[src/rtl/dg_pkt_gen_if.sv]
// Command and packet-stream signals between the command-fetch stage, the
// packet generator and the cache input port.
interface dg_pkt_gen_if #(
    parameter int unsigned DATA_W = 32
) ();
    logic [3:0]        i_da;
    logic [2:0]        i_prior;
    logic [9:0]        i_len;
    logic              i_vld;
    logic              o_dg_ready;
    logic              o_vld;
    logic              o_sop;
    logic              o_eop;
    logic [DATA_W-1:0] o_data;
    logic              i_ready;

    modport master (
        input  i_da, i_prior, i_len, i_vld, i_ready,
        output o_dg_ready, o_vld, o_sop, o_eop, o_data
    );

    modport slave (
        output i_da, i_prior, i_len, i_vld, i_ready,
        input  o_dg_ready, o_vld, o_sop, o_eop, o_data
    );
endinterface

[src/rtl/dg_pkt_gen.sv]
// Packet generator: turns one (da, prior, len) command into a header word plus
// len deterministic payload words, SOP/EOP framed, with downstream backpressure.
module dg_pkt_gen #(
    parameter int unsigned DATA_W = 32,
    parameter int unsigned CNT_W  = 16
) (
    input  logic             clk,
    input  logic             rst,
    dg_pkt_gen_if.master     bus,
    output logic [CNT_W-1:0] o_pkt_cnt,
    output logic             o_drop_err
);
    localparam int unsigned LEN_W = 10;
    localparam int unsigned SEQ_W = 8;

    typedef enum logic [1:0] {ST_IDLE, ST_HEAD, ST_BODY} state_e;

    state_e             st_q, st_d;
    logic [3:0]         da_q, da_d;
    logic [2:0]         prior_q, prior_d;
    logic [LEN_W-1:0]   len_q, len_d;
    logic [SEQ_W-1:0]   seq_q, seq_d;
    logic [LEN_W-1:0]   k_q, k_d;
    logic [CNT_W-1:0]   cnt_q, cnt_d;
    logic               drop_q, drop_d;
    logic               ready_q, ready_d;
    logic               vld_q, vld_d;
    logic               sop_q, sop_d;
    logic               eop_q, eop_d;
    logic [DATA_W-1:0]  data_q, data_d;

    logic               accept;
    logic [LEN_W-1:0]   k_nxt;

    function automatic logic [31:0] head_word(logic [LEN_W-1:0] l, logic [2:0] p, logic [3:0] d);
        return {15'b0, l, p, d};
    endfunction

    function automatic logic [31:0] body_word(logic [SEQ_W-1:0] s, logic [3:0] d,
                                              logic [2:0] p, logic [LEN_W-1:0] k);
        return {s, d, 1'b0, p, 6'b0, k};
    endfunction

    assign accept = vld_q & bus.i_ready;
    assign k_nxt  = LEN_W'(k_q + LEN_W'(1));

    always_comb begin
        st_d    = st_q;
        da_d    = da_q;
        prior_d = prior_q;
        len_d   = len_q;
        seq_d   = seq_q;
        k_d     = k_q;
        cnt_d   = cnt_q;
        drop_d  = drop_q;
        ready_d = ready_q;
        vld_d   = vld_q;
        sop_d   = sop_q;
        eop_d   = eop_q;
        data_d  = data_q;

        unique case (st_q)
            ST_IDLE: begin
                ready_d = 1'b1;
                if (bus.i_vld) begin
                    da_d    = bus.i_da;
                    prior_d = bus.i_prior;
                    len_d   = bus.i_len;
                    seq_d   = cnt_q[SEQ_W-1:0];
                    st_d    = ST_HEAD;
                    ready_d = 1'b0;
                    vld_d   = 1'b1;
                    sop_d   = 1'b1;
                    eop_d   = (bus.i_len == '0);
                    data_d  = DATA_W'(head_word(bus.i_len, bus.i_prior, bus.i_da));
                end
            end
            ST_HEAD: begin
                if (accept && !eop_q) begin
                    st_d   = ST_BODY;
                    k_d    = '0;
                    sop_d  = 1'b0;
                    eop_d  = (len_q == LEN_W'(1));
                    data_d = DATA_W'(body_word(seq_q, da_q, prior_q, '0));
                end
            end
            ST_BODY: begin
                if (accept && !eop_q) begin
                    k_d    = k_nxt;
                    eop_d  = (k_nxt == LEN_W'(len_q - LEN_W'(1)));
                    data_d = DATA_W'(body_word(seq_q, da_q, prior_q, k_nxt));
                end
            end
            default: st_d = ST_IDLE;
        endcase

        // EOP accepted: packet complete, return to idle and count it
        if (st_q != ST_IDLE && accept && eop_q) begin
            st_d    = ST_IDLE;
            ready_d = 1'b1;
            vld_d   = 1'b0;
            sop_d   = 1'b0;
            eop_d   = 1'b0;
            data_d  = '0;
            cnt_d   = CNT_W'(cnt_q + CNT_W'(1));
        end

        // A command while busy is discarded but remembered until reset
        if (st_q != ST_IDLE && bus.i_vld) begin
            drop_d = 1'b1;
        end
    end

    always_ff @(posedge clk or posedge rst) begin
        if (rst) begin
            st_q    <= ST_IDLE;
            da_q    <= '0;
            prior_q <= '0;
            len_q   <= '0;
            seq_q   <= '0;
            k_q     <= '0;
            cnt_q   <= '0;
            drop_q  <= 1'b0;
            ready_q <= 1'b0;
            vld_q   <= 1'b0;
            sop_q   <= 1'b0;
            eop_q   <= 1'b0;
            data_q  <= '0;
        end else begin
            st_q    <= st_d;
            da_q    <= da_d;
            prior_q <= prior_d;
            len_q   <= len_d;
            seq_q   <= seq_d;
            k_q     <= k_d;
            cnt_q   <= cnt_d;
            drop_q  <= drop_d;
            ready_q <= ready_d;
            vld_q   <= vld_d;
            sop_q   <= sop_d;
            eop_q   <= eop_d;
            data_q  <= data_d;
        end
    end

    assign bus.o_dg_ready = ready_q;
    assign bus.o_vld      = vld_q;
    assign bus.o_sop      = sop_q;
    assign bus.o_eop      = eop_q;
    assign bus.o_data     = data_q;
    assign o_pkt_cnt      = cnt_q;
    assign o_drop_err     = drop_q;
endmodule

[src/flat_wrapper.sv]
// flat-port wrapper written by rule: the top's interface ports become plain ports
module dg_pkt_gen_flat 
#(
    parameter int unsigned DATA_W = 32,
    parameter int unsigned CNT_W  = 16
)
  (clk, rst, o_pkt_cnt, o_drop_err, bus_i_da, bus_i_prior, bus_i_len, bus_i_vld, bus_i_ready, bus_o_dg_ready, bus_o_vld, bus_o_sop, bus_o_eop, bus_o_data);
  dg_pkt_gen_if #(.DATA_W(DATA_W)) bus_i ();
  input  logic clk;
  input  logic rst;
  output logic [CNT_W-1:0] o_pkt_cnt;
  output logic o_drop_err;
  input wire logic [$bits(bus_i.i_da)-1:0] bus_i_da;
  input wire logic [$bits(bus_i.i_prior)-1:0] bus_i_prior;
  input wire logic [$bits(bus_i.i_len)-1:0] bus_i_len;
  input wire logic [$bits(bus_i.i_vld)-1:0] bus_i_vld;
  input wire logic [$bits(bus_i.i_ready)-1:0] bus_i_ready;
  output wire logic [$bits(bus_i.o_dg_ready)-1:0] bus_o_dg_ready;
  output wire logic [$bits(bus_i.o_vld)-1:0] bus_o_vld;
  output wire logic [$bits(bus_i.o_sop)-1:0] bus_o_sop;
  output wire logic [$bits(bus_i.o_eop)-1:0] bus_o_eop;
  output wire logic [$bits(bus_i.o_data)-1:0] bus_o_data;
  assign bus_i.i_da = bus_i_da;
  assign bus_i.i_prior = bus_i_prior;
  assign bus_i.i_len = bus_i_len;
  assign bus_i.i_vld = bus_i_vld;
  assign bus_i.i_ready = bus_i_ready;
  assign bus_o_dg_ready = bus_i.o_dg_ready;
  assign bus_o_vld = bus_i.o_vld;
  assign bus_o_sop = bus_i.o_sop;
  assign bus_o_eop = bus_i.o_eop;
  assign bus_o_data = bus_i.o_data;
  dg_pkt_gen #(.DATA_W(DATA_W), .CNT_W(CNT_W)) u_core (.clk(clk), .rst(rst), .bus(bus_i), .o_pkt_cnt(o_pkt_cnt), .o_drop_err(o_drop_err));
endmodule
[config.mk]
export PLATFORM = sky130hd
export DESIGN_NAME = dg_pkt_gen_flat
export DESIGN_NICKNAME = d
export VERILOG_FILES = /design/src/rtl/dg_pkt_gen_if.sv /design/src/rtl/dg_pkt_gen.sv /design/src/flat_wrapper.sv
export SDC_FILE = /design/constraint.sdc
export NUM_CORES = 1
export LEC_CHECK = 0
export ABC_AREA = 1
export CORE_ASPECT_RATIO = 1.75
export CORE_MARGIN = 2
export CORE_UTILIZATION = 30
export CTS_CLUSTER_DIAMETER = 40
export DETAILED_ROUTE_END_ITERATION = 8
export GPL_TIMING_DRIVEN = 1
export PLACE_DENSITY_LB_ADDON = 0.15
export SLEW_MARGIN = 20
export SYNTH_ARGS = -nofsm -noshare
export SYNTH_HDL_FRONTEND = slang
export SYNTH_SLANG_ARGS = --single-unit
[constraint.sdc]
create_clock -name clk -period 5.3 [get_ports clk]
set_input_delay 1.06 -clock clk [delete_from_list [all_inputs] [get_ports clk]]
set_output_delay 1.06 -clock clk [all_outputs]
set_load 0.01 [all_outputs]
==> key figures <==
Finish
  – Design area: 0.00566 mm²
  – Finished Layout Cells: 815
  – ANT cells: 0
  – Share of cells above drive strength 1: under 10%
  – P&R area growth vs syn: 26.6%
  – Layout net count: 655
  – Fin util: 38.5%

Clock tree
  – # resized after CTS: 0
  – Post-CTS Setup Bufs: 0
  – Clk Latency, worst-skew pair: ~0.34 ns
  – Number of H-tree levels: 3
  – Reg clk slew, reported paths: 0.06 ns
  – Root buffer cell: clkbuf_16
  – # hold bufs at CTS: 0
  – CTS buffer count: 9
  – CTS tree: yes
  – Clock sinks: 89
  – CTS max path bufs: 2

Power
  – Seq pwr share: about 34%
  – P_sw: ~1.3 mW
  – Clock share of power: between 20% and 30%
  – Leakage: 2.76 nW
  – Combinational power share: 44.6%
  – Total power: 3.19 mW
  – Sw Share: 42.2%
  – VDD IR max: 0.000322 V
  – Int Pwr: 1.84 mW
  – Pwr dens: 563 mW/mm²

Synthesis
  – Yosys warning count: 0
  – Yosys top cell area share: between 40% and 50%
  – Post-synthesis sequential area ratio: 49.8%
  – Synthesized area: between 0.004 and 0.005 mm²
  – Post-Synthesis Cells: 561
  – Yosys reg bits: 89
  – Largest cells by area after synthesis: dfrtp_1, nand2_1, nand3_1
  – Post-synthesis cell type count: 35
  – Synthesized Nets: 589
  – Syn avg cell area: 7.97 µm²
  – Largest area contributor in the synthesized netlist: dfrtp_1

Global routing
  – First-pass GRT wire length: 20600 µm
  – Initial antenna violation count: 0
  – GRT overflow: 0
  – GRT Overall Usage: 17.3%
  – Vias in the first global route: 3937
  – Largest net degree at the start of global routing: 58

Worst setup path
  – CP max FO: 33
  – Critical path buffers and inverters: 3
  – Crit path cell chain: clkdlybuf4s50_1 > nand4_4 > nand2_1 > nor2_1 > nand2_1 > o21ai_1 > inv_2 > nand2_2 > nor2_4 > inv_2 > nor2_1 > nand2_1 > nand2_1
  – Req. time, crit path: 5.58 ns
  – Worst Path Arrival: 3.66 ns
  – Worst setup path class: in2reg
  – CP endpoint kind: register
  – Crit-path max cell delay: 0.58 ns
  – Critical path's top delay family: simple AND/OR/NAND/NOR gates
  – Worst setup SP type: primary input
  – CP most frequent cell: nand2_1
  – Critical path's slowest cell: nor2_4

Floorplan
  – Horiz. Die Dim: 96.3 µm
  – FP Rows: 59
  – Die area: 0.0159 mm²
  – Core Footprint: 0.0147 mm²
  – Ports: 74
  – Initial core utilization: a little under a third
  – Die Height: 166 µm

Placement
  – Dpl cell area: 0.00534 mm²
  – Placer Congestion: 0.821
  – Port Buf Inserts: 72
  – Placed Cells: 799
  – Post-DP HPWL: ~9700 µm

Status
  – Status: finished clean

Drt
  – DRC Markers: 0
  – Vias: just under 4000
  – Via density per instance: 4.73
  – DR pass1 iterations: 4
  – Antenna Nets Post-Route: 0
  – Drt wl/cell: 15.7 µm
  – Initial DRC Count: 196
  – Final WL: 12800 µm

Timing
  – Slew margin rel.: 29.8%
  – RSZ-0062 raised after global routing: false
  – FMAX: 295 MHz
  – Setup TNS: 0 ns
  – Slew @ Worst Pin: 1.05 ns
  – Final setup viols: 0
  – Hold Vio Cnt, Final: 0
  – Min Tclk post-route: 3.39 ns
  – Max-slew violations: 0
  – Tcrit/Tclk final: 63.9%
  – Clk_skew: 0.00793 ns

Run
  – Max-Cap Viols: 0

Min path
  – Min-delay worst type: reg2reg
## power by group through the flow
stage          combinational [mW]  clock [mW]  sequential [mW]
6_report                     1.42       0.669             1.10
5_1_grt                      1.60       0.724             1.13
4_1_cts                      1.45       0.691             1.10
3_5_place_dp                 1.44           0             1.11
3_3_place_gp                 1.43           0             1.11
2_1_floorplan               0.891           0             1.10
## final timing paths
check                                   from                 to  slack (ns)  depth (start not counted)
max                              bus_i_ready   u_core.bus.o_eop        1.91                         13
min                        u_core.o_drop_err  u_core.o_drop_err        0.46                          1
max reg2reg                   u_core.st_q[0]   u_core.bus.o_eop        2.32                         12
min reg2reg                u_core.o_drop_err  u_core.o_drop_err        0.46                          1
max in group asynchronous                rst  u_core.prior_q[2]        3.17                          3
min in group asynchronous                rst  u_core.o_drop_err        1.20                          2
## cell usage in the layout, fill, tap and decap left out, types with 2 or more instances in the layout
cell             count
clkinvlp_4           2
nor2_2               2
dfrtp_1             89
o211ai_1             2
inv_2                4
nor4_1               2
xnor2_1              4
nor2_1              47
inv_1               57
o21ai_0             39
clkbuf_16            9
clkdlybuf4s50_1     72
nand3_1             51
nand2_1            180
mux2_2               5
ha_1                 7
nand4_1              3
xor2_1              11
buf_4                2
nor3_1               3
clkbuf_8             3
o21ai_2             11
a21oi_1             11
## worst reg2reg max path: cells and delay by family (launching register included)
family	cells	cell delay [ns]
flops	1	0.38
compound gates	1	0.08
buf+inv	4	0.69
fa+ha+maj	1	0.42
simple gates	6	1.36
## synthesized netlist by cell type
master and instances:
a41oi_1 1, o211ai_1 2, nor4_2 1, and3_1 1
nor2_2 2, dfrtp_1 89, nand4_1 3, a21o_1 1
buf_2 5, nand2_1 180, a21oi_1 11, mux2_2 5
o21ai_2 11, nand3_1 51, inv_1 58, nor4_1 2
nor2b_1 1, o21ai_0 39, clkbuf_1 10, a22oi_1 1
nand4_4 1, conb_1 1, inv_2 4, nand2_2 1
a31oi_1 1, o21ai_1 1, ha_1 7, buf_4 3
nand3_2 1, buf_6 1, nor3_1 3, xor2_1 11
nor2_1 47, nor2_4 1, xnor2_1 4
## state kept, by name (all words and copies together) (netlist names)
signal / cells
u_core.st_q: 2
u_core.o_drop_err: 1
u_core.o_pkt_cnt: 16
u_core.da_q: 4
u_core.prior_q: 3
u_core.bus.o_eop: 1
u_core.bus.o_data: 31
u_core.bus.o_sop: 1
u_core.bus.o_dg_ready: 1
u_core.bus.o_vld: 1
u_core.seq_q: 8
u_core.len_q: 10
u_core.k_q: 10
## cell families (layout without fill, tap and decap cells)
family | count (synthesis) | count (layout) | share of synthesized area, %
other | 1 | 1 | 0.0839
xor gates and xnor gates | 15 | 15 | 2.94
AOI/OAI and AO/OA | 68 | 68 | 8.87
adders and majority gates | 7 | 7 | 1.96
and+or+nand+nor | 295 | 295 | 27.7
muxes | 5 | 5 | 1.26
DFF | 89 | 89 | 49.8
buffers and inverters | 81 | 152 | 7.36
## stage by stage
step / worst slack [ns] / hold WS (ns)
finish: 1.91 / 0.456
global route: 1.61 / 0.465
CTS: 1.88 / 0.461
detailed placement: 1.55 / 0.447
global placement: 1.60 / 0.442
floorplan: 1.93 / 0.454
## layer usage
metal / vias to the layer above / global-route usage [%] / part of all wire, %
li1: 1906 / - / -
met3: 12 / 3.13 / 2.8
met1: 1861 / 18.6 / 38
met4: 0 / 5.83 / 1.7
met2: 75 / 32.9 / 57
met5: - / 0 / 0
## layout make-up
class,instances,area [µm²]
clock buffer,12,267
tap,183,229
inverter,62,235
timing repair buffer,74,736
fill,1529,9030
multi-input combinational,391,1920
sequential,89,2230
clock inverter,4,50.0
No activity file was read; power rests on OpenSTA's default activity.
